--- src/rtl/msg_framer_if.sv ---
// msg_framer_if: request handshake plus framed beat stream between a message source and the framer
interface msg_framer_if #(parameter int LEN_W = 4);
  logic             req_valid;
  logic [LEN_W-1:0] req_len;
  logic             req_ready;
  logic             abort;
  logic             valid;
  logic             head;
  logic             tail;
  logic [LEN_W-1:0] beat_cnt;
  modport master (output req_valid, req_len, abort, input req_ready, valid, head, tail, beat_cnt);
  modport slave (input req_valid, req_len, abort, output req_ready, valid, head, tail, beat_cnt);
endinterface

--- src/rtl/msg_framer.sv ---
// msg_framer: frames length-tagged requests into valid/head/tail beats with an idle gap; MSG_FRAMER_ABORT_CNT_EN adds abort_count
module msg_framer #(
  parameter int LEN_W = 4,
  parameter int GAP = 2
) (
  input  logic       clock,
  input  logic       reset,
  msg_framer_if.slave bus,
  output logic       busy,
  output logic [7:0] msg_count
`ifdef MSG_FRAMER_ABORT_CNT_EN
  , output logic [7:0] abort_count
`endif
);
  localparam int GAP_N = GAP < 1 ? 1 : GAP;
  localparam int GW = $clog2(GAP_N + 1);
  typedef enum logic [1:0] {S_IDLE, S_SEND, S_GAP} state_t;
  state_t state, state_n;
  logic [LEN_W-1:0] len_q, len_n, beat_n;
  logic [GW-1:0] gap_q, gap_n;
  logic valid_n, head_n, tail_n, last, done;
  assign last = bus.beat_cnt == len_q - 1'b1;
  assign bus.req_ready = state == S_IDLE;
  assign busy = state != S_IDLE;
  always_ff @(posedge clock) begin
    if (reset) begin
      state <= S_IDLE;
      len_q <= '0;
      gap_q <= '0;
      bus.valid <= 1'b0;
      bus.head <= 1'b0;
      bus.tail <= 1'b0;
      bus.beat_cnt <= '0;
      msg_count <= '0;
    end else begin
      state <= state_n;
      len_q <= len_n;
      gap_q <= gap_n;
      bus.valid <= valid_n;
      bus.head <= head_n;
      bus.tail <= tail_n;
      bus.beat_cnt <= beat_n;
      msg_count <= msg_count + 8'(done);
    end
  end
  always_comb begin
    state_n = (state == S_IDLE) ? (bus.req_valid ? S_SEND : S_IDLE)
            : (state == S_SEND) ? ((bus.abort || last) ? S_GAP : S_SEND)
            : (gap_q == GW'(GAP_N - 1)) ? S_IDLE : S_GAP;
  end
  // Outputs are computed from the next state so they register alongside it.
  always_comb begin
    done = state == S_SEND && !bus.abort && last;
    len_n = (state == S_IDLE && bus.req_valid) ? (bus.req_len == '0 ? LEN_W'(1) : bus.req_len) : len_q;
    beat_n = (state == S_SEND && state_n == S_SEND) ? bus.beat_cnt + 1'b1 : '0;
    gap_n = (state == S_GAP) ? gap_q + 1'b1 : '0;
    valid_n = state_n == S_SEND;
    head_n = valid_n && beat_n == '0;
    tail_n = valid_n && beat_n == len_n - 1'b1;
  end
`ifdef MSG_FRAMER_ABORT_CNT_EN
  always_ff @(posedge clock) begin
    if (reset) abort_count <= '0;
    else abort_count <= abort_count + 8'(state == S_SEND && bus.abort);
  end
`endif
endmodule

--- src/flat_wrapper.sv ---
// flat-port wrapper written by rule: the top's interface ports become plain ports
module msg_framer_flat 
#(
  parameter int LEN_W = 4,
  parameter int GAP = 2
)
  (clock, reset, busy, msg_count, bus_req_valid, bus_req_len, bus_abort, bus_req_ready, bus_valid, bus_head, bus_tail, bus_beat_cnt);
  msg_framer_if #(.LEN_W(LEN_W)) bus_i ();
  input  logic clock;
  input  logic reset;
  output logic busy;
  output logic [7:0] msg_count;
  input wire logic [$bits(bus_i.req_valid)-1:0] bus_req_valid;
  input wire logic [$bits(bus_i.req_len)-1:0] bus_req_len;
  input wire logic [$bits(bus_i.abort)-1:0] bus_abort;
  output wire logic [$bits(bus_i.req_ready)-1:0] bus_req_ready;
  output wire logic [$bits(bus_i.valid)-1:0] bus_valid;
  output wire logic [$bits(bus_i.head)-1:0] bus_head;
  output wire logic [$bits(bus_i.tail)-1:0] bus_tail;
  output wire logic [$bits(bus_i.beat_cnt)-1:0] bus_beat_cnt;
  assign bus_i.req_valid = bus_req_valid;
  assign bus_i.req_len = bus_req_len;
  assign bus_i.abort = bus_abort;
  assign bus_req_ready = bus_i.req_ready;
  assign bus_valid = bus_i.valid;
  assign bus_head = bus_i.head;
  assign bus_tail = bus_i.tail;
  assign bus_beat_cnt = bus_i.beat_cnt;
  msg_framer #(.LEN_W(LEN_W), .GAP(GAP)) u_core (.clock(clock), .reset(reset), .bus(bus_i), .busy(busy), .msg_count(msg_count));
endmodule
--- config.mk ---
export PLATFORM = sky130hd
export DESIGN_NAME = msg_framer_flat
export DESIGN_NICKNAME = d
export VERILOG_FILES = /design/src/rtl/msg_framer_if.sv /design/src/rtl/msg_framer.sv /design/src/flat_wrapper.sv
export SDC_FILE = /design/constraint.sdc
export NUM_CORES = 1
export LEC_CHECK = 0
export CAP_MARGIN = 20
export CELL_PAD_IN_SITES_DETAIL_PLACEMENT = 0
export CELL_PAD_IN_SITES_GLOBAL_PLACEMENT = 2
export CORE_MARGIN = 2
export CORE_UTILIZATION = 25
export DETAILED_ROUTE_END_ITERATION = 8
export PLACE_DENSITY = 0.79
export SLEW_MARGIN = 25
export SYNTH_ARGS = -nofsm -noshare
export SYNTH_HDL_FRONTEND = slang
export SYNTH_SLANG_ARGS = --single-unit
export TNS_END_PERCENT = 1
--- constraint.sdc ---
create_clock -name clock -period 3.03 [get_ports clock]
set_input_delay 0.303 -clock clock [delete_from_list [all_inputs] [get_ports clock]]
set_output_delay 0.303 -clock clock [all_outputs]
set_load 0.005 [all_outputs]
==> results.txt, run 1 <==
----------------------------------------------------
[Routing]
  Antenna-violating nets left ... 0
  Number of design rule violations left after detail routing ... 0
  Sum of routed wire length over all layers ... 2401 µm
  Drt first pass iters ... 2
  Detail-routed via count per cell ... 4.548
  Detailed-route wire length per cell ... 12.07 µm
  Overall via count from detail_route ... 905
  Count of routing violations after the opening detailed-route iteration ... 18

[Clock network]
  Post-CTS sizing ... 0
  Post-CTS Setup Repair Bufs ... 0
  Number of CTS-inserted buffers ... 3
  Number of levels in the clock H-tree ... 1
  Clock-pin slew on the worst setup and hold paths ... 80 ps
  Root Buffer Master ... sky130_fd_sc_hd__clkbuf_8
  Maximum buffer depth of the clock tree ... 2
  Clock tree from TritonCTS ... done
  Clock insertion delay at the later pin of the skew report ... 260 ps
  Hold_buf cts ... 0
  TritonCTS sink count ... 23

[Setup path]
  Required arrival time at the worst endpoint ... 3210 ps
  Category of the worst setup path launch point ... flop
  Register-to-register path setup slack ... 750 ps
  Reg2Reg Capture Point ... u_core.bus.tail$_SDFF_PP0_
  CP arrival ... 2460 ps
  Worst setup EP type ... flop
  Maximum net fanout on the critical path ... 7
  Length in cells of the worst reg-to-reg path ... 8
  Standard cell with the maximum stage delay on the critical path ... sky130_fd_sc_hd__a31oi_1
  CP Class ... flop to flop
  Startpoint of the worst register-to-register path ... u_core.len_q[0]$_SDFF_PP0_
  List of cells traversed by the critical path ... inv_1 > ha_1 > xor2_1 > xnor2_1 > a31oi_1 > and4b_1 > o21ai_1 > a221oi_2
  Crit path largest cell delay ... 580 ps

[Pwr]
  Fraction of power spent switching nets ... 0.2621
  Leakage power figure ... 0.5623 nW
  Highest ir drop seen on vdd ... 0.3581 mV
  Internal Power ... 0.4625 mW
  Power per cell area ... 434.4 mW/mm²
  Total chip power ... 0.6267 mW
  Relative contribution of combinational cells to total power ... 0.185
  Seq pwr share ... 0.515
  Net switching power ... 0.1642 mW
  Clk pwr share ... 0.301

[Global route]
  Met2 Resource Use GR ... 0.1834
  Via count of the first global-routing pass ... 902
  Pin count of the biggest net entering global routing ... 19
  Most used routing layer ... met2
  Gr usage total ... 0.1029
  Met3 Resource Use GR ... 0.03030
  Met1 Usage GRT ... 0.1220
  GR Overflow Total ... 0
  Initial antenna violation count ... 0
  First-pass GRT wire length ... 4112 µm

[Placed design]
  Global placer's final weighted congestion ... 0.7760
  Place WS ... 518.5 ps
  Total half-perimeter wirelength after legalization and detailed placement ... 1872 µm
  Port buffer count ... 24
  Area of placed instances ... 0.001398 mm²
  Post-placement cell count ... 195

[Finish]
  Fin util ... 0.3360
  Most frequent cells in the layout ... sky130_fd_sc_hd__clkdlybuf4s50_1, sky130_fd_sc_hd__dfxtp_1, sky130_fd_sc_hd__nor2_1
  Fraction of layout cells with a size suffix above 1 ... 0.06122
  Number of antenna cells inserted ... 0
  Leading cell type in the layout, fill and taps excluded ... sky130_fd_sc_hd__clkdlybuf4s50_1
  Nets ... 162
  Filler-free cell count of the finished design ... 199
  Signed area change from the synthesized netlist to the final layout ... 31.17%
  Final cell area excluding filler cells ... 0.001443 mm²

[Run status]
  Run status ... finished, final reports clean

[Worst hold path]
  Hold wc startpoint ... u_core.gap_q[0]$_SDFF_PP0_
  Path category of the worst min-delay check ... flop to flop
  Number of cells on the worst hold path ... 1
  Endpoint of the worst hold path ... u_core.gap_q[0]$_SDFF_PP0_

[Logic synthesis]
  Post-synth design cell area ... 0.001100 mm²
  Net count of the mapped netlist ... 135
  Yosys reg bits ... 23
  Mapped Cells ... 121
  Post-synthesis sequential area ratio ... 0.4187
  Number of warnings printed during yosys synthesis ... 0
  Number of distinct library cells after synthesis ... 28
  Post-Syn Area per Cell ... 9.089 µm²

[Floorplanning]
  Number of placement rows ... 24
  Die Area ... 0.004946 mm²
  Number of I/O pins ... 25
  Chip Height ... 70.33 µm
  Horizontal die dimension ... 70.33 µm
  Starting utilization of the core area ... 0.2561
  Placeable core area ... 0.004294 mm²

[Timing]
  Final slew viol count ... 0
  Final period utilization ... 0.7515
  Number of endpoints with negative hold slack in the final report ... 0
  Setup repair after global routing missed its margin ... no
  Clock period minus final worst setup slack ... 2277 ps
  Transition time at the pin with the least slew margin ... 664.0 ps
  Max_slew headroom ... 0.5553
  Worst slack on hold paths ... 420.4 ps
  Number of endpoints failing setup at the final stage ... 0
  Fmax ... 439.2 MHz
  Final TNS setup ... 0 ps
  Worst clock skew on the final layout ... 1.617 ps
  Setup slack after layout ... 752.9 ps

[Run]
  Max-cap violations ... 0

----------------------------------------------------
worst max-delay path, delay by kind of cell, from the launching register on:
family / cells / cell delay [ps]
compound gates: 3 / 910
xor+xnor: 2 / 310
fa+ha+maj: 1 / 200
buf+inv: 1 / 70
flops: 1 / 420
simple gates: 1 / 280
worst max-delay path by stage:
stage	slack, ps	to	startpoint	depth (start not counted)
after CTS	720	u_core.bus.tail$_SDFF_PP0_	u_core.len_q[0]$_SDFF_PP0_	8
after floorplan	1120	u_core.msg_count[5]$_SDFF_PP0_	u_core.len_q[0]$_SDFF_PP0_	11
after detailed placement	520	u_core.bus.tail$_SDFF_PP0_	bus_req_valid	10
final	750	u_core.bus.tail$_SDFF_PP0_	u_core.len_q[0]$_SDFF_PP0_	8
after global placement	550	u_core.bus.tail$_SDFF_PP0_	bus_req_valid	10
after global routing	500	u_core.bus.tail$_SDFF_PP0_	bus_req_valid	10
synth_stat cells (all sizes together):
cell type | count | area share
dfxtp | 23 | 0.42
nor2b | 2 | 0.011
ha | 6 | 0.068
o21bai | 1 | 0.0068
nand2 | 8 | 0.027
nand3b | 1 | 0.0068
a21oi | 4 | 0.018
or4 | 1 | 0.0068
a2111oi | 1 | 0.0080
nor2 | 18 | 0.061
a31oi | 1 | 0.0057
and3 | 3 | 0.017
o211ai | 1 | 0.0068
or3b | 1 | 0.0080
nor3b | 1 | 0.011
xor2 | 11 | 0.088
o311ai | 1 | 0.0080
and4b | 1 | 0.0091
o21ai | 3 | 0.014
mux2i | 2 | 0.018
nand3 | 8 | 0.046
xnor2 | 8 | 0.064
a221oi | 1 | 0.014
inv | 7 | 0.024
clkbuf | 2 | 0.0068
nor3 | 5 | 0.027
area by class of cell:
class,count,area (µm²)
clock buffer,4,45.04
multi-input combinational,89,605.6
inverter,7,26.28
tap,52,65.06
timing repair buffer,24,240.2
sequential,23,460.4
fill,447,2851
registers in the layout, summed over array words and instances, names as in the netlist:
signal,flops
u_core.msg_count,8
u_core.bus.beat_cnt,4
u_core.len_q,4
u_core.gap_q,2
u_core.state,2
u_core.bus.head,1
u_core.bus.tail,1
u_core.bus.valid,1
logic make-up (layout without fill, tap and decap cells):
family | after synthesis | in the layout | synth area share
multiplexers | 2 | 2 | 0.01820
AND/OR/NAND/NOR | 49 | 49 | 0.2321
XOR/XNOR | 19 | 19 | 0.1513
AO/OA/AOI/OAI | 13 | 13 | 0.08078
buffers and inverters | 9 | 35 | 0.03072
adder cells (fa/ha/maj) | 6 | 6 | 0.06826
flip-flops | 23 | 23 | 0.4187
routing by layer:
metal  share of wire  vias to the layer above  wire [µm]
li1                -                      465          -
met1            0.46                      420       1108
met2            0.49                       18       1169
met3           0.042                        2        102
met4          0.0083                        0         20
met5               0                        -          0
power by group through the flow:
| stage | Sequential [mW] | Combinational, mW | Clock, mW |
|---|---|---|---|
| floorplan | 0.328 | 0.0765 | 0 |
| global placement | 0.330 | 0.116 | 0 |
| detailed placement | 0.330 | 0.117 | 0 |
| CTS | 0.323 | 0.118 | 0.199 |
| global route | 0.324 | 0.130 | 0.209 |
| finish | 0.323 | 0.116 | 0.188 |
Note: power is estimated with default switching activity, not from simulation.
==> inputs of run 2 (changes only) <==
==> constraint.sdc (replaced) <==
create_clock -name clock -period 2.1 [get_ports clock]
set_input_delay 0.21 -clock clock [delete_from_list [all_inputs] [get_ports clock]]
set_output_delay 0.21 -clock clock [all_outputs]
set_load 0.005 [all_outputs]
==> run 2 against run 1 <==
Against the previous run: design area up 16%; critical path depth increased by 3; combinational power is 110% higher; critical endpoint is now u_core.msg_count[5]$_SDFF_PP0_; largest cell class unchanged; largest power group unchanged.
==> results.txt, run 2 (synthesis results as in run 1) <==
----------------------------------------------------
[Global route]
  GR Overflow Total ... 0
  First-pass GRT wire length ... 4250 µm
  Via count of the first global-routing pass ... 945
  Gr usage total ... 0.1083
  Pin count of the biggest net entering global routing ... 13
  Initial antenna violation count ... 0

[Clock network]
  Number of levels in the clock H-tree ... 1
  Clock-pin slew on the worst setup and hold paths ... 80 ps
  Clock tree from TritonCTS ... done
  Root Buffer Master ... sky130_fd_sc_hd__clkbuf_8
  Clock insertion delay at the later pin of the skew report ... 260 ps
  TritonCTS sink count ... 23
  Maximum buffer depth of the clock tree ... 2
  Hold_buf cts ... 0
  Number of CTS-inserted buffers ... 3

[Routing]
  Overall via count from detail_route ... 983
  Detail-routed via count per cell ... 4.489
  Drt first pass iters ... 4
  Count of routing violations after the opening detailed-route iteration ... 16
  Detailed-route wire length per cell ... 11.98 µm
  Antenna-violating nets left ... 0
  Sum of routed wire length over all layers ... 2624 µm
  Number of design rule violations left after detail routing ... 0

[Floorplanning]
  Starting utilization of the core area ... 0.2561
  Number of I/O pins ... 25
  Number of placement rows ... 24
  Horizontal die dimension ... 70.33 µm
  Chip Height ... 70.33 µm
  Placeable core area ... 0.004294 mm²
  Die Area ... 0.004946 mm²

[Finish]
  Flip-flop count of the largest register after layout ... 8
  Most frequent cells in the layout ... sky130_fd_sc_hd__clkdlybuf4s50_1, sky130_fd_sc_hd__dfxtp_1, sky130_fd_sc_hd__buf_4
  Nets ... 182
  Leading cell type in the layout, fill and taps excluded ... sky130_fd_sc_hd__clkdlybuf4s50_1
  Biggest register ... u_core.msg_count
  Signed area change from the synthesized netlist to the final layout ... 52.45%
  Total of fill cells in the finished design ... 445
  Fraction of layout cells with a size suffix above 1 ... 0.2695
  Biggest registers after layout ... u_core.msg_count (8), u_core.bus.beat_cnt (4), u_core.len_q (4)
  Number of antenna cells inserted ... 0
  Fin util ... 0.3904

[Placed design]
  Total half-perimeter wirelength after legalization and detailed placement ... 1997 µm
  Place WS ... -113.7 ps
  Global placer's final weighted congestion ... 0.7604
  Port buffer count ... 24

[Pwr]
  Power per cell area ... 588.7 mW/mm²
  Leakage power figure ... 0.6676 nW
  Total chip power ... 0.9870 mW
  Highest ir drop seen on vdd ... 0.4135 mV

[Timing]
  Max_slew headroom ... 0.7889
  Final slew viol count ... 0
  Number of endpoints with negative hold slack in the final report ... 0
  Setup repair after global routing missed its margin ... yes
  Number of endpoints failing setup at the final stage ... 0
  Clock period minus final worst setup slack ... 1984 ps
  Fmax ... 504.0 MHz
  Final period utilization ... 0.9448
  Worst clock skew on the final layout ... 1.841 ps
  Setup slack after layout ... 115.9 ps
  Transition time at the pin with the least slew margin ... 308.7 ps

[Setup path]
  Register-to-register path setup slack ... 120 ps
  CP arrival ... 2150 ps
  Worst setup EP type ... flop
  Reg2Reg Capture Point ... u_core.msg_count[5]$_SDFF_PP0_
  Startpoint of the worst register-to-register path ... u_core.len_q[1]$_SDFF_PP0_
  Category of the worst setup path launch point ... flop
  CP Class ... flop to flop
  Length in cells of the worst reg-to-reg path ... 11
  Required arrival time at the worst endpoint ... 2260 ps
  Maximum net fanout on the critical path ... 3

[Run status]
  Run status ... finished, final reports clean

[Worst hold path]
  Number of cells on the worst hold path ... 1
  Endpoint of the worst hold path ... u_core.gap_q[0]$_SDFF_PP0_
  Path category of the worst min-delay check ... flop to flop
  Hold wc startpoint ... u_core.gap_q[0]$_SDFF_PP0_

[Run]
  Max-cap violations ... 0

----------------------------------------------------
[run 2: report_power, final]
part / switching [mW] / internal, mW / leakage (nW)
Sequential: 0.0146 / 0.452 / 0.188
Clock: 0.136 / 0.135 / 0.0228
Combinational: 0.108 / 0.141 / 0.457
[run 2: worst max-delay path by stage]
stage / from / end / slack [ps] / depth (start not counted)
2_1_floorplan: u_core.len_q[0]$_SDFF_PP0_ / u_core.msg_count[5]$_SDFF_PP0_ / 190 / 11
3_3_place_gp: bus_req_valid / u_core.bus.tail$_SDFF_PP0_ / -120 / 11
3_5_place_dp: bus_req_valid / u_core.bus.tail$_SDFF_PP0_ / -110 / 11
4_1_cts: u_core.len_q[1]$_SDFF_PP0_ / u_core.msg_count[6]$_SDFF_PP0_ / -8 / 11
5_1_grt: u_core.len_q[1]$_SDFF_PP0_ / u_core.msg_count[7]$_SDFF_PP0_ / -20 / 11
6_report: u_core.len_q[1]$_SDFF_PP0_ / u_core.msg_count[5]$_SDFF_PP0_ / 120 / 11
[run 2: stage by stage]
stage	setup TNS, ps	instances	hold slack, ps	instance area [µm²]
final	0	219	417.1	1677
after global routing	-37.17	219	439.1	1677
after CTS	-8.033	215	422.8	1568
after detailed placement	-113.7	211	410.9	1518
after global placement	-124.8	211	404.2	1518
after floorplan	0	121	346.0	1100
[run 2: what timing repair did]
action                                  CTS  global route
buffers inserted                          0             4
gates resized for setup                   1            18
endpoints found under the setup margin    3             8
pin swaps                                 1             6
[run 2: routing by layer]
metal	GRT usage	vias up	share of wire
met4	0.02350	0	0.015
met3	0.03463	4	0.041
li1	-	502	-
met2	0.1834	24	0.49
met5	0	-	0
met1	0.1336	453	0.45
[run 2: worst max-delay path, cell delays in order (launching register included)]
cell                      delay [ps]
sky130_fd_sc_hd__dfxtp_2         340
sky130_fd_sc_hd__inv_2            50
sky130_fd_sc_hd__ha_4            250
sky130_fd_sc_hd__xnor2_2         130
sky130_fd_sc_hd__nor2_2          150
sky130_fd_sc_hd__nand3_2         110
sky130_fd_sc_hd__nor2_2          130
sky130_fd_sc_hd__ha_2            220
sky130_fd_sc_hd__and3_4          220
sky130_fd_sc_hd__nand3_1          90
sky130_fd_sc_hd__xor2_1          150
sky130_fd_sc_hd__nor2_1           50
[run 2: final cells by class]
| class | count | area (µm²) | area share |
|---|---|---|---|
| sequential | 23 | 462.9 | 0.2761 |
| timing repair buffer | 44 | 390.4 | 0.2328 |
| multi-input combinational | 89 | 686.9 | 0.4097 |
| tap | 52 | 65.06 | 0.03881 |
| inverter | 7 | 26.28 | 0.01567 |
| clock buffer | 4 | 45.04 | 0.02687 |
